$ cat config.mk
export PLATFORM = sky130hd
export DESIGN_NAME = rob_reorder_buffer
export DESIGN_NICKNAME = d
export VERILOG_FILES = /design/src/rtl/rob_reorder_buffer.sv
export SDC_FILE = /design/constraint.sdc
export NUM_CORES = 1
export LEC_CHECK = 0
export ABC_AREA = 1
export BUFFER_PORTS_ARGS = -buffer_cell sky130_fd_sc_hd__buf_2
export CORE_MARGIN = 2
export CORE_UTILIZATION = 50
export CTS_BUF_LIST = sky130_fd_sc_hd__clkbuf_4
export DETAILED_ROUTE_END_ITERATION = 16
export PLACE_DENSITY_LB_ADDON = 0.2
export SETUP_SLACK_MARGIN = 0.5
export SLEW_MARGIN = 25
export SYNTH_ARGS = -nofsm -noshare
export SYNTH_HDL_FRONTEND = slang
export SYNTH_SLANG_ARGS = --single-unit
$ cat constraint.sdc
create_clock -name clk -period 3 [get_ports clk]
set_input_delay 0.3 -clock clk [delete_from_list [all_inputs] [get_ports clk]]
set_output_delay 0.3 -clock clk [all_outputs]
set_load 0.02 [all_outputs]
$ cat src/rtl/rob_reorder_buffer.sv
// rtl/rob_reorder_buffer.sv - in-order retirement reorder buffer with out-of-order completion
// Optional same-cycle completion bypass at the head: ROB_CMPL_BYPASS_EN
module rob_reorder_buffer #(
  parameter int DATA_WIDTH = 32,
  parameter int DEPTH      = 16,
  parameter int TAG_WIDTH  = $clog2(DEPTH)
) (
  input  logic                  clk,
  input  logic                  rst_n,
  input  logic                  alloc_req,
  output logic                  alloc_gnt,
  output logic [TAG_WIDTH-1:0]  alloc_tag,
  input  logic                  cmpl_valid,
  input  logic [TAG_WIDTH-1:0]  cmpl_tag,
  input  logic [DATA_WIDTH-1:0] cmpl_data,
  output logic                  out_valid,
  output logic [TAG_WIDTH-1:0]  out_tag,
  output logic [DATA_WIDTH-1:0] out_data,
  input  logic                  out_ready,
  output logic [TAG_WIDTH:0]    count,
  output logic                  empty,
  output logic                  full,
  output logic                  cmpl_err
);

  localparam logic [TAG_WIDTH:0] FULL_COUNT = (TAG_WIDTH+1)'(DEPTH);

  logic [DEPTH-1:0]      alloc_q;
  logic [DEPTH-1:0]      done_q;
  logic [DATA_WIDTH-1:0] data_q [DEPTH];
  logic [TAG_WIDTH-1:0]  head_q;
  logic [TAG_WIDTH-1:0]  tail_q;
  logic [TAG_WIDTH:0]    count_q;
  logic                  cmpl_err_q;
  logic                  cmpl_ok;
  logic                  head_done;
  logic                  pop;

  assign full      = (count_q == FULL_COUNT);
  assign empty     = (count_q == '0);
  assign count     = count_q;
  assign cmpl_err  = cmpl_err_q;
  assign alloc_gnt = alloc_req && !full;
  assign alloc_tag = tail_q;
  assign out_tag   = head_q;

  // A completion is legal only for an allocated entry that has not completed yet.
  assign cmpl_ok   = cmpl_valid && alloc_q[cmpl_tag] && !done_q[cmpl_tag];
  assign head_done = alloc_q[head_q] && done_q[head_q];

`ifdef ROB_CMPL_BYPASS_EN
  logic bypass_hit;
  assign bypass_hit = cmpl_ok && (cmpl_tag == head_q);
  assign out_valid  = head_done || bypass_hit;
  assign out_data   = head_done ? data_q[head_q] : cmpl_data;
`else
  assign out_valid  = head_done;
  assign out_data   = data_q[head_q];
`endif

  assign pop = out_valid && out_ready;

  // Pop is applied last so a bypassed head retires with done left clear.
  always_ff @(posedge clk or negedge rst_n) begin
    if (!rst_n) begin
      alloc_q    <= '0;
      done_q     <= '0;
      head_q     <= '0;
      tail_q     <= '0;
      count_q    <= '0;
      cmpl_err_q <= 1'b0;
    end else begin
      if (alloc_gnt) begin
        alloc_q[tail_q] <= 1'b1;
        done_q[tail_q]  <= 1'b0;
        tail_q          <= tail_q + 1'b1;
      end
      if (cmpl_ok) begin
        done_q[cmpl_tag] <= 1'b1;
      end
      if (pop) begin
        alloc_q[head_q] <= 1'b0;
        done_q[head_q]  <= 1'b0;
        head_q          <= head_q + 1'b1;
      end
      cmpl_err_q <= cmpl_valid && !cmpl_ok;
      case ({alloc_gnt, pop})
        2'b10:   count_q <= count_q + 1'b1;
        2'b01:   count_q <= count_q - 1'b1;
        default: count_q <= count_q;
      endcase
    end
  end

  always_ff @(posedge clk) begin
    if (cmpl_ok) begin
      data_q[cmpl_tag] <= cmpl_data;
    end
  end

endmodule
After elaboration in Yosys (flattened, before gate mapping)
Memories as Yosys holds them, arrays and structs flattened.
Index checks and enable logic that the tools add are counted.
Word-level totals
  register bits after elaboration: 46
  RAM bits: 512
  bits of input ports: 41
  logic and storage cells: 63
  memories: 1
Operators by class
  add/sub/neg operators: 4
  magnitude comparators: 6
  equal/unequal tests: 3
  muxes and demuxes: 22
  bitwise operators: 7
  reduce and logical (&&, ||, !) cells: 14
Memory list
  data_q: words 16, width 32, rd ports 1, clocked after memory_dff 0, write ports 1, RTL line 30  | logic [DATA_WIDTH-1:0] data_q [DEPTH];
Operator list (count)
  two-way mux 16 bit: 5
  bitwise AND 16 bit: 3
  NOT 16 bit: 2
  OR 16 bit: 2
  binary-select mux 1 bit (select 4 bit): 4
  < comparator 4 x 5 -> 1 bit, second input constant: 3
  demux 1 bit (select 4 bit): 3
  greater-or-equal comparator 4 x 1 -> 1 bit, second input constant: 3
  one-hot mux 5 bit (2 select lines): 1
  logical AND 1 bit: 9
  two-way mux 1 bit: 9
  adder 4 x 1 -> 4 bit, second input constant: 2
  adder 5 x 1 -> 5 bit, second input constant: 1
  equality test 5 bit, second input constant: 1
  logical NOT 5 bit: 1
  subtractor 5 x 1 -> 5 bit, second input constant: 1
  logical NOT 1 bit: 3
  equality test 2 x 1 -> 1 bit, second input constant: 1
  equality test 2 bit, second input constant: 1
  nonzero test 2 bit: 1

Depth between registers and ports, before layout
  depth in word-level cells: 11
  mapped depth: 21

Worst setup path before layout
No wires, ideal clock.
  kind: reg-to-reg
  start: register head_q[0], in the netlist out_tag[0]
  end: register count_q[4], in the netlist count[4]
  setup time: 132 ps
  arrival time: 2625 ps
  data required time: 2868 ps
  slack: 243 ps
  cell stages (with the launch flop): 21
  period minus slack after synthesis: 2757 ps
  path through: dfrtp_1 > buf_2 > nand2_1 > nand3_1 > nand2_1 > nand2_1 > nand2_1 > nor2_2 > nor2_8 > nand2_2 > inv_2 > ha_1 > xor2_1 > ha_1 > inv_1 > nand2_1 > a31oi_1 > nand2_1 > nand2_1 > nor2_1 > xor2_1
On the way
  cells in the longest elaborated chain, start to end: 6
RTL lines
  from (decl): RTL line 31  | logic [TAG_WIDTH-1:0] head_q;
  from (signal assigned): RTL line 84  | head_q <= head_q + 1'b1;
  binary-select mux 1 bit (select 4 bit): RTL line 49  | assign head_done = alloc_q[head_q] && done_q[head_q];
  two-way mux 1 bit (not written as such): RTL line 49
  logical AND 1 bit *: RTL line 49
  logical AND 1 bit *: RTL line 61  | assign pop = out_valid && out_ready;
  equality test 2 x 1 -> 1 bit / equality test 2 bit (equally long branches): RTL line 87  | case ({alloc_gnt, pop})
  one-hot mux 5 bit (2 select lines) / nonzero test 2 bit (equally long branches)
  to (signal assigned): RTL line 88  | 2'b10: count_q <= count_q + 1'b1;
  to (signal assigned): RTL line 89  | 2'b01: count_q <= count_q - 1'b1;
  to (signal assigned): RTL line 90  | default: count_q <= count_q;
  to (decl): RTL line 33  | logic [TAG_WIDTH:0] count_q;
Mark *: on every way between the ends. The rest lies on a longest branch, timed or not. The select of a mux whose other input is x is not followed.
A chain may end at the register's enable or synchronous reset.

Final worst setup path
  start: register head_q[0], in the netlist out_tag[0]
  end: output out_data[7]
On the way
  cells in the longest elaborated chain, start to end: 1
RTL lines
  memory read (16 x 32 bit)
  to (decl): RTL line 18  | output logic [DATA_WIDTH-1:0] out_data,
No other way between the ends.

==> results.sh <==
export IMPL_max_stage_delay_ns=0.51
export IMPL_cts_tree="built"
export IMPL_yosysMostFrequentCell="edfxtp_1"
export IMPL_gp_congestion=0.892
export IMPL_cts_made_buffers=146
export IMPL_ctsHtreeMaxLevel=4
export IMPL_ys_top_cells_by_count="edfxtp_1, nor2_1, nand2_1"
export IMPL_cp_start_kind="flop"
export IMPL_postSynthAreaPerCell_um2=11.9
export IMPL_grt_pass1_vias=17097
export IMPL_core_area_mm2=0.0454
export IMPL_met1_usage_pct=40.8
export IMPL_grt_max_degree=70
export IMPL_seq_area_frac_synth_pct=72.0
export IMPL_final_util_pct=63.3
export IMPL_synth_compound_area_share_pct=10.7
export IMPL_rsz0062_at_grt="yes"
export IMPL_grt_antenna_before_repair=5
export IMPL_max_cap_viol_count=0
export IMPL_whs_path_depth=7
export IMPL_crit_slowest_cell="dfrtp_4"
export IMPL_maxSlewViolCount=0
export IMPL_cp_max_fo=9
export IMPL_critPathKind="reg -> out"
export IMPL_num_rows=78
export IMPL_async_flop_share_pct=8.24
export IMPL_portBuffers=90
export IMPL_setup_ws_ns=-0.101
export IMPL_cp_arrival_ns=2.80
export IMPL_area_growth_pct=25.1
export IMPL_nets=2278
export IMPL_cp_required_ns=2.70
export IMPL_path_cells="buf_12 > buf_12 > clkbuf_16 > nor2_2 > o22ai_1 > nand2_1 > nand4_1 > buf_4"
export IMPL_post_dp_hpwl_um=31500
export IMPL_synth_top_family_by_area="simple AND/OR/NAND/NOR gates"
export IMPL_reg2reg_slack_ns=0.21
export IMPL_endpoint_kind="output pin"
export IMPL_power_density_mw_per_mm2=992
export IMPL_clock_root_buffer="clkbuf_4"
export IMPL_crit_path_frequent_cell="buf_12"
export IMPL_hp_class="in -> reg"
export IMPL_synth_warning_count=0
export IMPL_insertion_delay_ns=1.01
export IMPL_grt_use_met2_pct=47.9
export IMPL_drtPass1Iterations=5
export IMPL_grt_pass1_wl_um=106000
export IMPL_synthCells=1937
export IMPL_drt_iter0_drc=2264
export IMPL_grt_usage_pct=30.9
export IMPL_synth_top_area_cell="edfxtp_1"
export IMPL_clock_fmax_mhz=322
export IMPL_final_area_mm2=0.0287
export IMPL_period_needed_ns=3.10
export IMPL_whs_ns=0.130
export IMPL_relSlewSlack_pct=62.4
export IMPL_outcome="finished with violations"
export IMPL_vias=17768
export IMPL_vdd_drop_max_v=0.000591
export IMPL_r2r_cells=20
export IMPL_hold_viol_final=0
export IMPL_synth_seq_cells=558
export IMPL_remaining_drc_errors=0
export IMPL_grt_overflow_total=0
export IMPL_dp_slack_ns=0.261
export IMPL_placed_area_mm2=0.0243
export IMPL_busiest_layer="met2"
export IMPL_yosys_area_share_adder_pct=0.654
export IMPL_start_util_pct=50.6
export IMPL_drive_gt1_share_pct=23.5
export IMPL_cts_clk_slew_worst_paths_ns=0.06
export IMPL_synth_edf_count=512
export IMPL_dieHeight_um=218
export IMPL_clock_skew_ns=0.0882
export IMPL_setup_viol=10
export IMPL_synth_xor_area_share_pct=0.381
export IMPL_fin_crit_sh_pct=103
export IMPL_synth_top_area_share_pct=66.9
export IMPL_ant_nets=0
export IMPL_yosys_area_share_simple_pct=12.5
export IMPL_leakage_nw=10.6
export IMPL_drt_total_wl_um=78200
export IMPL_failed_checks="setup timing"
export IMPL_grtUsageMet3_pct=8.31
export IMPL_synth_nets=1990
export IMPL_clockBufferDepth=3
export IMPL_synth_cell_types=32
export IMPL_total_power_mw=28.5
export IMPL_cts_sinks=558
export IMPL_tightest_slew_ns=0.563
export IMPL_wl_per_cell_um=26.7
export IMPL_fill_cells=3454
export IMPL_synth_area_top_cells="edfxtp_1, o21ai_0, dfrtp_1"
export IMPL_synth_top_flop_cell="edfxtp_1"
export IMPL_die_area_mm2=0.0477
export IMPL_boundaryPins=91
export IMPL_synthesis_area_mm2=0.0230
export IMPL_die_w_um=218
export IMPL_viasPerCell=6.08
export IMPL_synth_mux_area_share_pct=0
-- sequential cells by signal, summed over array words and instances (netlist names) --
name       flops
alloc_q       16
out_tag        4
alloc_tag      4
cmpl_err       1
count          5
data_q       512
done_q        16
-- through the flow --
| stage | cells | setup TNS (ns) |
|---|---|---|
| 6_report | 2923 | -0.447 |
| 5_1_grt | 2921 | -3.41 |
| 4_1_cts | 2881 | -0.531 |
| 3_5_place_dp | 2549 | 0 |
| 3_3_place_gp | 2549 | 0 |
| 2_1_floorplan | 1937 | 0 |
-- area by class of cell --
class                           count  area (um^2)  area share [%]
Tap cell                          600          751            2.61
Multi-Input combinational cell   1164         5850            20.4
Timing Repair Buffer              257         3300            11.5
Timing Repair inverter              4         50.0           0.174
Inverter                           94          389            1.35
Sequential cell                   558        16500            57.6
Clock inverter                     34          277           0.963
Clock buffer                      207         1550            5.41
Antenna cell                        5         12.5          0.0436
-- what timing repair did --
action                                  in CTS  in global routing
resized for setup                          124                101
hold endpoints to repair                   604                  0
buffers inserted                            20                 12
cloned                                      29                 25
pin swaps                                   20                 28
endpoints found under the setup margin      43                155
hold buffers                                42                  0
-- cells in the final DEF (no fill, tap or decap), types with 18 or more instances in the layout --
| cell | count |
|---|---|
| inv_2 | 24 |
| clkinv_1 | 19 |
| edfxtp_1 | 512 |
| o21ai_2 | 23 |
| buf_2 | 61 |
| nand3_1 | 36 |
| buf_16 | 30 |
| dlygate4sd3_1 | 41 |
| nand4_1 | 52 |
| o22ai_1 | 124 |
| dfrtp_1 | 41 |
| inv_1 | 65 |
| buf_12 | 32 |
| clkbuf_16 | 18 |
| clkbuf_4 | 207 |
| o21ai_1 | 56 |
| o21ai_0 | 217 |
| nor2_1 | 285 |
| nand2_1 | 286 |
| buf_4 | 56 |
-- worst paths after layout --
kind	from	end
setup / recovery	out_tag[0]	out_data[7]
hold / removal	cmpl_tag[0]	done_q[13]
setup reg to reg	out_tag[0]	count[4]
hold reg to reg	count[4]	count[4]
max in group asynchronous	rst_n	done_q[0]
min in group asynchronous	rst_n	count[4]
-- logic make-up (layout without fill, tap and decap cells) --
family,after synthesis,in the layout
buffers and inverters,215,596
and+or+nand+nor,691,691
adders and majority gates,12,12
AOI/OAI and AO/OA,451,451
DFF,558,558
other,0,5
xor gates and xnor gates,10,10
-- critical path, delay by kind of cell, from the launching register on --
kind            cells  cell delay, ns
buf+inv             4            0.73
simple gates        3            0.44
compound gates      1            0.11
flops               1            0.51
-- per-layer routing --
layer | vias to the layer above | share of wire, % | routed length [um]
met3 | 254 | 12 | 9230
li1 | 7630 | - | -
met1 | 8663 | 38 | 29500
met4 | 6 | 5.0 | 3910
met5 | - | 0.058 | 45
met2 | 1215 | 45 | 35500
-- power breakdown --
group / switching, mW / leakage [nW] / internal, mW
sequential: 0.286 / 5.13 / 8.84
clock: 3.18 / 1.07 / 3.51
combinational: 7.93 / 4.37 / 4.73
Power figures use the tool's default switching activity.
